--- config.mk ---
export PLATFORM = sky130hd
export DESIGN_NAME = kbd_scan_decoder
export DESIGN_NICKNAME = d
export VERILOG_FILES = /design/src/rtl/kbd_pkg.sv /design/src/rtl/scan2ascii.sv /design/src/rtl/kbd_scan_decoder.sv
export SDC_FILE = /design/constraint.sdc
export NUM_CORES = 1
export LEC_CHECK = 0
export ABC_AREA = 0
export CORE_ASPECT_RATIO = 0.7
export CORE_MARGIN = 1.5
export CORE_UTILIZATION = 30
export DETAILED_ROUTE_END_ITERATION = 6
export GPL_TIMING_DRIVEN = 0
export SYNTH_ARGS = -nofsm -noshare
export SYNTH_HDL_FRONTEND = slang
export SYNTH_SLANG_ARGS = --single-unit
--- constraint.sdc ---
create_clock -name clk -period 3.2 [get_ports clk]
set_input_delay 0.48 -clock clk [delete_from_list [all_inputs] [get_ports clk]]
set_output_delay 0.48 -clock clk [all_outputs]
set_load 0.05 [all_outputs]
--- src/rtl/kbd_pkg.sv ---
// Shared types and constants for the PS/2 scan-code decoder.
// Latency: n/a (declarations only).
// Backpressure: n/a.
package kbd_pkg;

  // One set-2 scan-code byte as delivered by the PS/2 receiver.
  typedef logic [7:0] scan_code_t;

  // Byte-handling sequence: take one byte, wait for the FIFO head to settle,
  // then interpret the byte.
  typedef enum logic [1:0] {
    ST_IDLE   = 2'd0,
    ST_POP    = 2'd1,
    ST_DECODE = 2'd2
  } kbd_state_e;

  // Prefix bytes: extended-key marker and break (release) marker.
  localparam scan_code_t SC_EXT = 8'hE0;
  localparam scan_code_t SC_BRK = 8'hF0;

  // ASCII value reported for keys without a printable mapping.
  localparam logic [7:0] ASCII_NONE = 8'h00;

  // Everything known about the key currently (or most recently) held.
  typedef struct packed {
    scan_code_t code;
    logic       ext;
    logic [7:0] ascii;
    logic       valid;
  } held_key_t;

endpackage

--- src/rtl/scan2ascii.sv ---
// Set-2 scan code to ASCII lookup: lowercase letters, digits, space, enter.
// Latency: combinational, zero cycles.
// Backpressure: none; pure function of the input code.
module scan2ascii
  import kbd_pkg::*;
(
  input  scan_code_t code,
  output logic [7:0] ascii
);

  // Fixed lookup table; anything not listed has no printable meaning.
  always_comb begin
    ascii = ASCII_NONE;
    case (code)
      8'h1C: ascii = 8'h61; // a
      8'h32: ascii = 8'h62; // b
      8'h21: ascii = 8'h63; // c
      8'h23: ascii = 8'h64; // d
      8'h24: ascii = 8'h65; // e
      8'h2B: ascii = 8'h66; // f
      8'h34: ascii = 8'h67; // g
      8'h33: ascii = 8'h68; // h
      8'h43: ascii = 8'h69; // i
      8'h3B: ascii = 8'h6A; // j
      8'h42: ascii = 8'h6B; // k
      8'h4B: ascii = 8'h6C; // l
      8'h3A: ascii = 8'h6D; // m
      8'h31: ascii = 8'h6E; // n
      8'h44: ascii = 8'h6F; // o
      8'h4D: ascii = 8'h70; // p
      8'h15: ascii = 8'h71; // q
      8'h2D: ascii = 8'h72; // r
      8'h1B: ascii = 8'h73; // s
      8'h2C: ascii = 8'h74; // t
      8'h3C: ascii = 8'h75; // u
      8'h2A: ascii = 8'h76; // v
      8'h1D: ascii = 8'h77; // w
      8'h22: ascii = 8'h78; // x
      8'h35: ascii = 8'h79; // y
      8'h1A: ascii = 8'h7A; // z
      8'h45: ascii = 8'h30; // 0
      8'h16: ascii = 8'h31; // 1
      8'h1E: ascii = 8'h32; // 2
      8'h26: ascii = 8'h33; // 3
      8'h25: ascii = 8'h34; // 4
      8'h2E: ascii = 8'h35; // 5
      8'h36: ascii = 8'h36; // 6
      8'h3D: ascii = 8'h37; // 7
      8'h3E: ascii = 8'h38; // 8
      8'h46: ascii = 8'h39; // 9
      8'h29: ascii = 8'h20; // space
      8'h5A: ascii = 8'h0D; // enter
      default: ascii = ASCII_NONE;
    endcase
  end

endmodule

--- src/rtl/kbd_scan_decoder.sv ---
// PS/2 scan-code decoder: pops bytes from the receive FIFO and tracks the held key.
// Latency: one byte every 3 cycles minimum; key outputs update at the end of DECODE.
// Backpressure: pops only while kb_ready is high and only from IDLE; POP cycle guards double pop.
module kbd_scan_decoder
  import kbd_pkg::*;
(
  input  logic       clk,
  input  logic       rst,
  input  logic [7:0] kb_data,
  input  logic       kb_ready,
  input  logic       kb_overflow,
  output logic       kb_nextdata_n,
  output logic [7:0] key_code,
  output logic       key_ext,
  output logic [7:0] key_ascii,
  output logic       key_valid,
  output logic       new_key,
  output logic [7:0] press_count,
  output logic       err_ovf
);

  kbd_state_e state_q, state_d;
  scan_code_t byte_q, byte_d;
  logic       ext_q, ext_d;
  logic       brk_q, brk_d;
  held_key_t  held_q, held_d;
  logic       new_key_q, new_key_d;
  logic [7:0] press_count_q, press_count_d;
  logic       err_ovf_q, err_ovf_d;

  logic [7:0] ascii_lkp;
  logic       same_key;
  logic       pop;

  scan2ascii u_scan2ascii (
    .code  (byte_q),
    .ascii (ascii_lkp)
  );

  // The FIFO head is consumed in the same IDLE cycle it is latched; reset
  // masks the strobe so nothing is popped while the decoder is held.
  assign pop           = (state_q == ST_IDLE) && kb_ready;
  assign kb_nextdata_n = ~pop | rst;

  // A byte matches the held key only if both the code and the E0 flag agree.
  assign same_key = held_q.valid && (byte_q == held_q.code) && (ext_q == held_q.ext);

  // Next-state logic: byte intake, prefix tracking and make/break interpretation.
  always_comb begin
    state_d       = state_q;
    byte_d        = byte_q;
    ext_d         = ext_q;
    brk_d         = brk_q;
    held_d        = held_q;
    new_key_d     = 1'b0;
    press_count_d = press_count_q;
    err_ovf_d     = err_ovf_q | kb_overflow;

    case (state_q)
      ST_IDLE: begin
        if (kb_ready) begin
          byte_d  = kb_data;
          state_d = ST_POP;
        end
      end

      // kb_ready may still reflect the popped byte here, so ignore it.
      ST_POP: begin
        state_d = ST_DECODE;
      end

      ST_DECODE: begin
        state_d = ST_IDLE;
        if (byte_q == SC_EXT) begin
          ext_d = 1'b1;
        end else if (byte_q == SC_BRK) begin
          brk_d = 1'b1;
        end else if (brk_q) begin
          // Release of anything other than the held key is ignored.
          if (same_key) begin
            held_d.valid = 1'b0;
          end
          brk_d = 1'b0;
          ext_d = 1'b0;
        end else begin
          // Typematic repeats of the held key are silent.
          if (!same_key) begin
            held_d.code   = byte_q;
            held_d.ext    = ext_q;
            held_d.ascii  = ext_q ? ASCII_NONE : ascii_lkp;
            held_d.valid  = 1'b1;
            new_key_d     = 1'b1;
            press_count_d = press_count_q + 8'd1;
          end
          ext_d = 1'b0;
        end
      end

      default: begin
        state_d = ST_IDLE;
      end
    endcase
  end

  // State registers; reset discards any partially received prefix sequence.
  always_ff @(posedge clk or posedge rst) begin
    if (rst) begin
      state_q       <= ST_IDLE;
      byte_q        <= '0;
      ext_q         <= 1'b0;
      brk_q         <= 1'b0;
      held_q        <= '0;
      new_key_q     <= 1'b0;
      press_count_q <= '0;
      err_ovf_q     <= 1'b0;
    end else begin
      state_q       <= state_d;
      byte_q        <= byte_d;
      ext_q         <= ext_d;
      brk_q         <= brk_d;
      held_q        <= held_d;
      new_key_q     <= new_key_d;
      press_count_q <= press_count_d;
      err_ovf_q     <= err_ovf_d;
    end
  end

  assign key_code    = held_q.code;
  assign key_ext     = held_q.ext;
  assign key_ascii   = held_q.ascii;
  assign key_valid   = held_q.valid;
  assign new_key     = new_key_q;
  assign press_count = press_count_q;
  assign err_ovf     = err_ovf_q;

endmodule

# [Word-level counts from Yosys, hierarchy flattened]
# Memories as Yosys holds them, arrays and structs flattened.
# Index checks and enable logic that the tools add are counted.
[classes] addsub=1 n_eq_ne=10 muxes=15 n_bitwise=7 n_reduce_logical=9
[op_table] op="$eq 8x8->1 const B" n=2
[op_table] op="$mux 8" n=2
[op_table] op="$mux 1" n=11
[op_table] op="$reduce_and 5->1" n=2
[op_table] op="$add 8x1->8 const B" n=1
[op_table] op="$eq 8x8->1" n=1
[op_table] op="$ne 2x2->1 const B" n=3
[op_table] op="$reduce_and 2->1" n=3
[op_table] op="$not 1->1" n=5
[op_table] op="$pmux 2 s2" n=1
[op_table] op="$logic_and 1x1->1" n=3
[op_table] op="$eq 2x1->1 const B" n=1
[op_table] op="$eq 2x2->1 const B" n=1
[op_table] op="$logic_not 2->1" n=1
[op_table] op="$mux 2" n=1
[op_table] op="$ne 2x1->1 const B" n=1
[op_table] op="$or 1x1->1" n=2
[op_table] op="$eq 1x1->1" n=1
[word_totals] reg_bits=40 romBits=896 input_bits=12 out_inout_bits=29 wordCells=54 memories=1
[memory_table] name="(no name shown)" depth=128 width=7 rd=1 rd_clocked_by_memory_dff=0 wr=0 line="scan2ascii.sv:14" rtl="case (code)"

# [Logic depth before layout (Yosys ltp)]
[logic_depth] ltp_word=8 mapped_depth=10

# [Hierarchy]
# From an unflattened synthesis, not the netlist that was laid out.
[unflattened] hier_cells=268 area_unflattened_um2=2553.7
[by_module_without_submodules] mod="kbd_scan_decoder" instances=1 cells_per_inst=142 area_each_um2=1732.9 seq_area_each_um2=1001.0
[by_module_without_submodules] mod="scan2ascii" instances=1 cells_per_inst=126 area_each_um2=820.8 seq_area_each_um2=0.0

# [Worst setup path after synthesis]
# OpenSTA, ideal clock, no wires.
[synth_path] path_type="in2out" startpoint="input port rst" endpoint="output port kb_nextdata_n" arrival_ps=1916 required_time_ps=2720 path_slack_ps=804 cell_stages=2 path_cell_list="inv_1 > nand2_1"
[synth_between] elab_chain_len=1
[synth_lines] element="start: declaration" line="kbd_scan_decoder.sv:8" rtl="input logic rst,"
[synth_lines] element="$or 1x1->1" line="kbd_scan_decoder.sv:43" rtl="assign kb_nextdata_n = ~pop | rst;"
[synth_lines] element="end: declaration" line="kbd_scan_decoder.sv:12" rtl="output logic kb_nextdata_n,"
# No other way between the ends.

# [Worst setup path in the final report]
[layout_path] startpoint="input port kb_ready" endpoint="output port kb_nextdata_n"
[layout_between] elab_chain_len=3
[layout_lines] element="start: declaration" line="kbd_scan_decoder.sv:10" rtl="input logic kb_ready,"
[layout_lines] element="$logic_and 1x1->1" line="kbd_scan_decoder.sv:42" rtl="assign pop = (state_q == ST_IDLE) && kb_ready;"
[layout_lines] element="$not 1->1" line="kbd_scan_decoder.sv:43"
[layout_lines] element="$or 1x1->1" line="kbd_scan_decoder.sv:43"
# No other way between the ends.

==> run_results.csv <==
group,metric,value,unit
outcome,outcome,"complete, no violations",
timing,period_needed,2.94,ns
routing,route.detailed.drc,0,
worst_setup_path,crit_chain,"clkdlybuf4s50_1, nor3b_2, clkbuf_2, nand2_1, clkdlybuf4s50_1",
worst_setup_path,ff2ff_setup_slack,0.61,ns
logic_synthesis,synth_warnings,0,
cts,cts.sinks,39,
logic_synthesis,synthTopCellsByArea,"dfrtp_1 (37%), nand2_1 (6.2%), o21ai_0 (4.5%), ha_1 (4.3%), xnor2_1 (3.6%)",
worst_setup_path,cp_top_family,"buffers and inverters",
worst_setup_path,rr_startpoint,"byte_q[1]",
floorplanning,die_x,115,µm
worst_setup_path,cpPeakStageDelay,0.73,ns
worst_setup_path,slowest_stage,"clkdlybuf4s50_1",
hold_path,holdPathStages,1,
cts,cts_root_buf,"clkbuf_16",
cts,tritoncts,"done",
global_route,antenna_found_initial,0,
worst_setup_path,crit_path_end_kind,"output port",
floorplanning,num_rows,28,
power,ir_drop,0.000609,V
cts,cts_made_buffers,5,
timing,finalSetupViolCount,0,
routing,drt_iter0_drc,195,
logic_synthesis,postSynthAreaPerCell,8.97,µm²
finish,diodes,0,
logic_synthesis,yosysTopAreaCell,"dfrtp_1",
cts,h-tree-depth,2,
timing,hold_viol_final,0,
power,p_leak,1.38,nW
timing,finalMaxSlewViolations,0,
worst_setup_path,timing.rr.end,"key_code[1]",
routing,drtAntennaViolNets,0,
floorplanning,core_area,8510,µm²
worst_setup_path,crit_top_cell,"clkdlybuf4s50_1",
power,p_total,3.13,mW
logic_synthesis,synth_seq_cells,39,
timing,clock-skew-final,0.00780,ns
place,io_buffers,39,
timing,finalCritPeriodShare,91.9,%
worst_setup_path,required,2.72,ns
worst_setup_path,reg2reg_depth,10,
worst_setup_path,path_max_fanout,10,
cts,clk_pin_slew,0.06,ns
global_route,grt_pass1_vias,2362,
hold_path,min_from,"press_count[7]",
flow_run,drv_cap,0,
worst_setup_path,start_kind,"primary input",
routing,detail_route.wl_per_cell,16.5,µm
worst_setup_path,timing_worst_setup_path_type,"in -> out",
hold_path,min_to,"press_count[7]",
worst_setup_path,cp.arrival,2.46,ns
finish,syn2layout_area_growth,27.2,%
logic_synthesis,syn_inst,295,
floorplanning,die_h,81.6,µm
place,place_congestion,0.984,
hold_path,hold_path_class,"reg -> reg",
cts,ctsHoldBuffers,0,
timing,relSlewSlack,45.4,%
cts,clkLatencyLatePin,0.28,ns
timing,rsz0062_at_grt,"false",
floorplanning,die_area,9400,µm²
place,hpwl,5800,µm
finish,final_common_cell,"nand2_1",
finish,drive_gt1_share,14.0,%
logic_synthesis,synth_top_cell_area_share,36.9,%
global_route,grt_start_max_net_pins,41,
cts,cts_buffer_depth,2,
global_route,gr-total-overflow,0,
routing,via_per_inst,5.30,
routing,wl,7630,µm
floorplanning,start_util,31.1,%
logic_synthesis,syn_area,2650,µm²
timing,tightest_slew,0.818,ns
routing,dr.pass1.iters,4,
finish,postLayoutCoreUtil,39.5,%
floorplanning,boundaryPins,41,
finish,nNetsFinal,362,
logic_synthesis,synth_cell_types,65,
global_route,grt_use_total,17.7,%
logic_synthesis,synth_edf_count,0,
timing,hold_slack,0.464,ns
logic_synthesis,seq_area_frac_synth,36.9,%
worst_setup_path,path_buf_inv,3,
finish,nFillCells,826,
logic_synthesis,synth_ff_type,"dfrtp_1",
logic_synthesis,ys_async_sr_fraction,100,%
global_route,grt_first_pass_wirelength,12700,µm
finish,final_cell_mix,"nand2_1 (44), dfrtp_1 (39), clkdlybuf4s50_1 (39), o21ai_0 (24), nor2_1 (13)",
power,powerDensity,931,nW/µm²
routing,vias,2447,
logic_synthesis,synthesis.nets,316,
timing,max_freq,340,MHz
[timing repair]
| item | in CTS | in global routing |
|---|---|---|
| setup buffers | 0 | 0 |
| resized for setup | 0 | 2 |
| hold endpoints to repair | 0 | 0 |
| endpoints found under the setup margin | 0 | 1 |
[power by group]
part	total, mW	internal [mW]	switching (mW)
logic	1.70	0.614	1.08
clock network	0.593	0.392	0.201
registers	0.843	0.652	0.191
[Yosys cell counts (3+ instances only)]
library cell,n
a21oi_1,11
a31oi_1,3
buf_2,9
buf_4,6
buf_6,5
clkbuf_1,3
dfrtp_1,39
ha_1,9
inv_1,9
nand2_1,44
nand2b_1,8
nand3_1,10
nand4_1,9
nor2_1,13
nor2b_1,7
nor3_1,5
o2111ai_1,3
o211ai_1,3
o21ai_0,24
o21ai_1,5
o41ai_2,3
xnor2_1,11
xor2_1,5
[area by class of cell]
class	instances	area [µm²]	area share (%)
buffer	24	163	4.83
clock buffer	6	139	4.13
clock inverter	2	38.8	1.15
inverter	11	43.8	1.30
multi-input combinational	221	1470	43.5
sequential	39	976	29.0
tap	120	150	4.46
timing repair buffer	39	390	11.6
[metal layers]
| metal | up-vias | share of wire (%) | global-route usage (%) |
|---|---|---|---|
| met3 | 7 | 7.5 | 4.80 |
| met2 | 104 | 40 | 23.6 |
| met1 | 1190 | 52 | 27.6 |
| met5 | - | 0 | 0 |
| li1 | 1146 | - | - |
| met4 | 0 | 0.64 | 4.20 |
[worst reg2reg max path, delay by kind of cell, from the launching register on]
| kind | cells | cell delay (ns) |
|---|---|---|
| AO/OA/AOI/OAI | 2 | 0.46 |
| adder cells (fa/ha/maj) | 1 | 0.18 |
| buffers and inverters | 5 | 1.12 |
| flip-flops | 1 | 0.49 |
| AND/OR/NAND/NOR | 2 | 0.26 |
[how the worst max path moves through the flow]
stage              from             to  slack (ns)  cells past startpoint
3_5_place_dp   kb_ready  kb_nextdata_n        0.17                      5
3_3_place_gp        rst  kb_nextdata_n       -0.20                      4
4_1_cts        kb_ready  kb_nextdata_n        0.16                      5
5_1_grt        kb_ready  kb_nextdata_n        0.09                      5
6_report       kb_ready  kb_nextdata_n        0.26                      5
2_1_floorplan       rst  kb_nextdata_n        0.80                      2
[kinds of logic after synthesis]
family | share of synthesized area [%]
AOI/OAI and AO/OA | 20.3
xor gates and xnor gates | 5.30
adders and majority gates | 4.26
buffers and inverters | 7.75
DFF | 36.9
muxes | 2.51
other | 0.142
and+or+nand+nor | 22.9
[state kept, by name (all words and copies together), names as in the netlist]
| register | count |
|---|---|
| key_ext | 1 |
| key_ascii | 7 |
| press_count | 8 |
| new_key | 1 |
| brk_q | 1 |
| key_code | 8 |
| byte_q | 8 |
| err_ovf | 1 |
| state_q | 2 |
| key_valid | 1 |
| ext_q | 1 |
[metrics by stage]
stage / std cells / TNS (ns) / setup WS [ns] / instance area, µm²
floorplan: 295 / 0 / 0.804 / 2650
global placement: 454 / -0.200 / -0.200 / 3190
detailed placement: 454 / 0 / 0.174 / 3190
CTS: 462 / 0 / 0.158 / 3360
global route: 462 / 0 / 0.0894 / 3370
finish: 462 / 0 / 0.260 / 3370
Note: power is estimated with default switching activity, not from simulation.
